**src/rtl/led_blinker_bank.sv**
```systemverilog
// led_blinker_bank: shared tick prescaler driving NUM_CH LED channels,
// each runtime-programmable as off, on, blink or one-shot.
module led_blinker_bank #(
    parameter int CLK_HZ = 27000000,
    parameter int TICK_HZ = 1000,
    parameter int NUM_CH = 4,
    parameter int CNT_W = 16,
    parameter int RST_HALF = 500,
    parameter bit LED_ACTIVE_LOW = 1'b0,
    localparam int CH_W = (NUM_CH > 1) ? $clog2(NUM_CH) : 1
) (
    input  logic              i_clk,
    input  logic              i_rst_n,
    input  logic              i_cfg_we,
    input  logic [CH_W-1:0]   i_cfg_ch,
    input  logic [1:0]        i_cfg_mode,
    input  logic [CNT_W-1:0]  i_cfg_half,
    output logic [NUM_CH-1:0] o_led,
    output logic [NUM_CH-1:0] o_busy,
    output logic              o_tick
);
    localparam int DIV = CLK_HZ / TICK_HZ;
    localparam int PW = $clog2(DIV);

    typedef enum logic [1:0] {M_OFF, M_ON, M_BLINK, M_ONESHOT} mode_t;

    logic [PW-1:0] r_pre;
    logic          r_tick;
    logic          w_wrap;

    assign w_wrap = (r_pre == PW'(DIV - 1));
    assign o_tick = r_tick;

    always_ff @(posedge i_clk) begin
        if (!i_rst_n) begin
            r_pre  <= '0;
            r_tick <= 1'b0;
        end else begin
            r_pre  <= w_wrap ? '0 : r_pre + 1'b1;
            r_tick <= w_wrap;
        end
    end

    for (genvar k = 0; k < NUM_CH; k++) begin : g_ch
        mode_t            r_mode;
        logic [CNT_W-1:0] r_half;
        logic [CNT_W-1:0] r_cnt;
        logic             r_phase;
        logic             w_wr;
        logic             w_last;

        assign w_wr   = i_cfg_we && (i_cfg_ch == CH_W'(k));
        // a half-period of 0 behaves as 1, so the terminal count is 0
        assign w_last = (r_cnt == ((r_half == '0) ? '0 : r_half - 1'b1));

        always_ff @(posedge i_clk) begin
            if (!i_rst_n) begin
                r_mode  <= (k == 0) ? M_BLINK : M_OFF;
                r_half  <= (k == 0) ? CNT_W'(RST_HALF) : '0;
                r_cnt   <= '0;
                r_phase <= (k == 0);
            end else if (w_wr) begin
                r_mode  <= mode_t'(i_cfg_mode);
                r_half  <= i_cfg_half;
                r_cnt   <= '0;
                r_phase <= (i_cfg_mode != 2'd0);
            end else if (r_tick && (r_mode == M_BLINK || r_mode == M_ONESHOT)) begin
                r_cnt   <= w_last ? '0 : r_cnt + 1'b1;
                r_phase <= w_last ? (r_mode == M_BLINK && !r_phase) : r_phase;
                if (w_last && r_mode == M_ONESHOT) r_mode <= M_OFF;
            end
        end

        assign o_led[k]  = r_phase ^ LED_ACTIVE_LOW;
        assign o_busy[k] = (r_mode == M_ONESHOT);
    end
endmodule

```
**config.mk**
```make
export PLATFORM = sky130hd
export DESIGN_NAME = led_blinker_bank
export DESIGN_NICKNAME = d
export VERILOG_FILES = /design/src/rtl/led_blinker_bank.sv
export SDC_FILE = /design/constraint.sdc
export NUM_CORES = 1
export LEC_CHECK = 0
export BUFFER_PORTS_ARGS = -buffer_cell sky130_fd_sc_hd__clkbuf_2
export CAP_MARGIN = 20
export CORE_MARGIN = 4
export CORE_UTILIZATION = 39
export CTS_CLUSTER_DIAMETER = 40
export DETAILED_ROUTE_END_ITERATION = 10
export HOLD_SLACK_MARGIN = 0.02
export MAX_ROUTING_LAYER = met4
export SLEW_MARGIN = 20
export SYNTH_ARGS = -nofsm -noshare
export SYNTH_HDL_FRONTEND = slang
export SYNTH_SLANG_ARGS = --single-unit
```
**constraint.sdc**
```tcl
create_clock -name i_clk -period 5.88 [get_ports i_clk]
set_input_delay 0.294 -clock i_clk [delete_from_list [all_inputs] [get_ports i_clk]]
set_output_delay 0.294 -clock i_clk [all_outputs]
set_load 0.01 [all_outputs]
```
==> out/metrics.yaml, run 1 <==
place:
  gp_congestion: 0.811
  dp_hpwl_um: 17000
  port_buffers: 31
  dp_cells: 1528
power:
  p_per_area_nw_per_um2: 252
  swShare_pct: 27.4
  internal_power_mw: 1.93
  vdd_ir_drop_max_v: 0.000188
  clockPowerShare_pct: 43.9
  power_leakage_nw: 3.76
  pwr-share-comb_pct: 14.5
  seqPwrFrac_pct: 41.6
  power_switching_mw: 0.730
worst_setup_path:
  crit_arrival_ns: 3.82
  slowest_delay_ns: 0.51
  ff2ff_path_depth: 11
  worstPathRequired_ns: 6.18
  setup.worst_path.start_class: "flop"
  r2r-end: "g_ch[2].r_cnt[3]"
  crit_chain: "inv_1 > ha_1 > inv_1 > or4_4 > xnor2_2 > xor2_1 > o41a_2 > a2111oi_4 > nand4_2 > nand3_1 > nor2_1"
  crit_type: "flop to flop"
  reg2reg_from: "g_ch[2].r_half[0]"
  crit_path_max_fanout: 15
  endpoint_kind: "flop"
  rrSetupSlack_ns: 2.37
  crit_top_cell: "inv_1"
  slowest_stage: "or4_4"
floorplan:
  fp.dieH_um: 166
  pin_count: 32
  dieArea_sq_um: 27400
  initial_utilization_pct: 39.8
  core-area_sq_um: 24400
  die_w_um: 166
  placementRows: 57
finish:
  layout_common_cells: "215 x nand2_1, 156 x dfxtp_1, 137 x nor2_1"
  area_growth_pct: 8.96
  fill_cells: 2489
  nNetsFinal: 1255
  diodes: 0
  drive_gt1_share_pct: 7.61
  mostFrequentLayoutCell: "nand2_1"
  stdcell_count: 1560
sta:
  finalClockSkew_ns: 0.0103
  tightest_slew_ns: 0.973
  setup_viol: 0
  hold_violations: 0
  final.period_utilization_pct: 59.8
  post-route-min-period_ns: 3.51
  max_slew_margin_pct: 35.1
  tns_ns: 0
  rsz0062_at_grt: "no"
  final-max-slew-violation-count: 0
  fmax_mhz: 285
drt:
  via_per_inst: 5.31
  drt-pass1-iter-count: 5
  first_iter_violations: 511
  vias: 8291
  drtAntennaViolNets: 0
  wl_per_cell_um: 15.1
  drc: 0
  drt_wl_total_um: 23500
min_path:
  hold_depth: 3
  whs_endpoint: "g_ch[3].r_half[8]"
  min_path_type: "input port to flop"
  hold_start: "i_cfg_half[8]"
grt:
  antenna_found_initial: 0
  grt_max_degree: 54
  overflow: 0
  grt_pass1_wl_um: 39200
  grt.total_usage_pct: 17.5
  grt_pass1_vias: 7627
clock_tree:
  cts-buffers-inserted: 17
  holdBufCountCts: 0
  htreeDepth: 4
  cts_sinks: 156
  clk_latency_ns: 0.44
  ctsResizeCount: 0
  root_buffer: "clkbuf_16"
  cts_tree: "built"
  clock_path_buffers: 2
  cts_setup_buffers: 0
  clkTransAtPathRegs_ns: 0.07
synth:
  syn_area_sq_um: 9700
  synth_top_area_share_pct: 32.2
  synth_edf_count: 0
  yosysWarnings: 0
  synth_fp_nets: 1281
  postSynthAreaPerCell_sq_um: 7.76
  ys_types: 76
  synth_ff_type: "dfxtp_1"
  async_reset_ff_share_pct: 0
  ys_seq_elements: 156
  synth_top_area_cell: "dfxtp_1"
  synth_seq_area_share_pct: 32.2
  synthTopCellsByArea: "dfxtp_1 32%, nand2_1 8.3%, xor2_1 7.0%"
  netlist_instances: 1249
job:
  maxCapViolations: 0
outcome:
  outcome: "complete, no violations"
critical path: cells and delay by family (launching register included):
family          cells  cell delay, ns
xor+xnor            2            0.33
compound gates      2            0.83
buf+inv             2            0.24
fa+ha+maj           1            0.40
simple gates        4            1.24
flops               1            0.34
routing by layer:
metal / part of all wire (%) / global-route usage [%] / wire, um
met2: 44 / 26.7 / 10400
met1: 52 / 24.5 / 12200
met5: 0 / - / 0
met3: 2.6 / 2.74 / 617
met4: 1.2 / 4.23 / 274
cells by family after synthesis:
| family | count (synthesis) | share of synthesized area [%] |
|---|---|---|
| simple gates | 621 | 32.1 |
| compound gates | 204 | 15.3 |
| flops | 156 | 32.2 |
| xor+xnor | 140 | 13.0 |
| buf+inv | 103 | 4.50 |
| mux | 16 | 1.68 |
| fa+ha+maj | 9 | 1.16 |
sequential cells by signal (all words and copies together) (netlist names):
signal and cells:
g_ch.r_cnt 64, g_ch.r_half 64, g_ch.r_mode 8, g_ch.r_phase 4, o_tick 1, r_pre 15
power groups by stage:
stage | clock network (mW) | registers [mW] | logic, mW
4_1_cts | 1.20 | 1.11 | 0.388
2_1_floorplan | 0 | 1.12 | 0.315
3_3_place_gp | 0 | 1.13 | 0.382
5_1_grt | 1.23 | 1.11 | 0.432
3_5_place_dp | 0 | 1.13 | 0.385
6_report | 1.17 | 1.11 | 0.386
cell type report:
| class | count | area [sq um] | share of cell area, % |
|---|---|---|---|
| clock buffers | 21 | 460 | 4.36 |
| clock inverters | 11 | 160 | 1.52 |
| inverters | 23 | 86.3 | 0.817 |
| multi-input cells | 990 | 6140 | 58.2 |
| flip-flops and latches | 156 | 3120 | 29.6 |
| well taps | 324 | 405 | 3.84 |
| repair buffers | 35 | 185 | 1.75 |
synth_stat cells, drive strengths merged, types with 3 or more instances:
master   count
nand2      215
dfxtp      156
nor2       139
xor2        78
nand3       65
a21boi      64
xnor2       60
clkbuf      57
nand4       29
a21oi       26
nor4        26
nor3        24
buf         23
inv         23
o21ai       18
and3        17
a31oi       15
and2        15
mux2i       14
nor2b       14
nor3b       13
o211ai      10
or4         10
a211oi       9
ha           9
nand2b       9
nand3b       9
and4         8
o31ai        8
o32ai        8
or3          8
a22oi        7
nand4b       5
or2          5
a21o         3
a221oi       3
a41oi        3
nor4b        3
o2111ai      3
o311ai       3
through the flow:
stage          worst slack (ns)  area (sq um)  hold slack (ns)  util, %  power [mW]
3_5_place_dp               2.37          9940            0.452     40.8        1.52
4_1_cts                    2.34         10600            0.171     43.3        2.69
3_3_place_gp               2.50          9940            0.441     40.8        1.51
2_1_floorplan              2.74          9700            0.418        -        1.43
5_1_grt                    2.01         10600            0.183     43.3        2.78
6_report                   2.37         10600            0.183     43.3        2.66
worst max-delay path by stage:
stage / from / end / slack [ns] / cells past startpoint
floorplan: g_ch[2].r_half[2] / g_ch[2].r_phase / 2.74 / 10
global placement: g_ch[2].r_half[0] / g_ch[2].r_cnt[14] / 2.50 / 11
detailed placement: g_ch[2].r_half[0] / g_ch[2].r_cnt[7] / 2.37 / 11
CTS: g_ch[2].r_half[0] / g_ch[2].r_cnt[3] / 2.34 / 11
global route: g_ch[3].r_half[7] / g_ch[3].r_cnt[14] / 2.01 / 9
finish: g_ch[2].r_half[0] / g_ch[2].r_cnt[3] / 2.37 / 11
(Power assumes the default switching activity.)
==> run 2: changes to the inputs <==
clock period = 3.4 ns   (was 5.88 ns; I/O delays follow)
==> run 2 against run 1 <==
Combinational power is 83% higher. Non-clock buffer count increased by 26. Sequential share of layout area down 0.40 points. Clock skew is 0.0016 ns lower. Power grew 67%. Critical path depth down 2.
==> out/metrics.yaml, run 2 (same netlist as run 1, synthesis figures left out) <==
finish:
  final_cell_area_sq_um: 10700
  diodes: 0
  nNetsFinal: 1281
  area_growth_pct: 10.4
  mostFrequentLayoutCell: "nand2_1"
  reg.largest.list: "g_ch.r_cnt x64, g_ch.r_half x64, r_pre x15"
  fill_cells: 2483
  layout_common_cells: "215 x nand2_1, 156 x dfxtp_1, 137 x nor2_1"
  drive_gt1_share_pct: 9.59
min_path:
  hold_depth: 3
  min_path_type: "input port to flop"
floorplan:
  pin_count: 32
  fp.dieH_um: 166
  placementRows: 57
  die_w_um: 166
  dieArea_sq_um: 27400
  core-area_sq_um: 24400
  initial_utilization_pct: 39.8
sta:
  fmax_mhz: 311
  hold_violations: 0
  final.period_utilization_pct: 94.6
  post-route-min-period_ns: 3.22
  final-max-slew-violation-count: 0
  max_slew_margin_pct: 42.8
  setup_viol: 0
  tightest_slew_ns: 0.855
  finalClockSkew_ns: 0.00864
  tns_ns: 0
  rsz0062_at_grt: "no"
clock_tree:
  root_buffer: "clkbuf_16"
  clock_path_buffers: 2
  clkTransAtPathRegs_ns: 0.06
  holdBufCountCts: 0
  cts_sinks: 156
  clk_latency_ns: 0.43
  ctsResizeCount: 0
  cts_setup_buffers: 0
  cts_tree: "built"
  cts-buffers-inserted: 17
  htreeDepth: 4
worst_setup_path:
  crit_chain: "or4_4 > or4_4 > xnor2_2 > xor2_1 > o41a_2 > a2111oi_4 > nand4_2 > or3_1 > a31oi_1"
  endpoint_kind: "flop"
  crit_top_cell: "or4_4"
  setup.worst_path.start_class: "flop"
  crit_path_max_fanout: 4
  crit_type: "flop to flop"
  crit_buf_inv: 0
  crit_arrival_ns: 3.57
  ff2ff_path_depth: 9
  path_delay_family: "simple AND/OR/NAND/NOR gates"
  crit_cells: 9
  slowest_stage: "or4_4"
  slowest_delay_ns: 0.55
  worstPathRequired_ns: 3.75
outcome:
  outcome: "complete, no violations"
power:
  seqPwrFrac_pct: 42.9
  vdd_ir_drop_max_v: 0.000297
  internal_power_mw: 3.21
  p_per_area_nw_per_um2: 416
  clockPowerShare_pct: 41.3
  power_leakage_nw: 3.86
  power_switching_mw: 1.25
  swShare_pct: 28.0
  pwr-share-comb_pct: 15.8
  p_total_mw: 4.46
drt:
  first_iter_violations: 515
  wl_met2_um: 10600
  top_layer_used: "met4"
  drtAntennaViolNets: 0
  drc: 0
  drt_wl_total_um: 24000
  wl_per_cell_um: 15.1
  via_per_inst: 5.34
  vias: 8467
  wl_met3_um: 698
  wl_met1_um: 12400
  drt-pass1-iter-count: 4
grt:
  antenna_found_initial: 1
  grt_max_degree: 38
  grt_pass1_wl_um: 40000
  overflow: 0
  grt.total_usage_pct: 17.9
  grt_pass1_vias: 7792
place:
  gp_congestion: 0.828
  placed_cell_area_sq_um: 10100
  port_buffers: 31
  dp_hpwl_um: 17400
job:
  maxCapViolations: 0
[run 2: through the flow]
step	setup slack (ns)	utilization (%)	hold slack (ns)	instances
after global placement	0.289	41.6	0.442	1554
after floorplan	0.260	-	0.294	1249
after detailed placement	0.217	41.6	0.454	1554
final	0.183	43.9	0.0611	1586
after CTS	0.181	43.9	0.0388	1586
after global routing	0.0566	43.9	0.0443	1586
[run 2: cell type report]
type / count / area (sq um) / share of cell area, %
clock inverters: 8 / 57.6 / 0.538
well taps: 324 / 405 / 3.79
clock buffers: 24 / 512 / 4.78
inverters: 23 / 86.3 / 0.806
multi-input cells: 990 / 6140 / 57.4
repair buffers: 61 / 380 / 3.55
flip-flops and latches: 156 / 3120 / 29.2
[run 2: worst register-to-register path, delay by kind of cell, from the launching register on]
| kind | cells | cell delay, ns |
|---|---|---|
| DFF | 1 | 0.31 |
| and+or+nand+nor | 4 | 1.54 |
| AOI/OAI and AO/OA | 3 | 0.98 |
| xor gates and xnor gates | 2 | 0.32 |
[run 2: path summary, 6_finish.rpt]
kind                                         from            endpoint  slack [ns]
worst min-delay path               i_cfg_half[11]  g_ch[3].r_half[11]        0.06
worst max register to register  g_ch[2].r_half[2]     g_ch[2].r_phase        0.18
worst max-delay path            g_ch[2].r_half[2]     g_ch[2].r_phase        0.18
worst min register to register           r_pre[0]            r_pre[0]        0.47
[run 2: power groups by stage]
stage	clock (mW)	combinational (mW)	sequential (mW)
final	1.84	0.705	1.91
after floorplan	0	0.545	1.93
after global placement	0	0.692	1.95
after global routing	1.97	0.789	1.92
after CTS	1.89	0.707	1.91
after detailed placement	0	0.700	1.95
[run 2: layer usage]
metal | track usage (%) | up-vias
li1 | - | 4356
met5 | - | -
met2 | 26.9 | 116
met1 | 24.8 | 3972
met4 | 4.63 | 0
met3 | 3.29 | 23
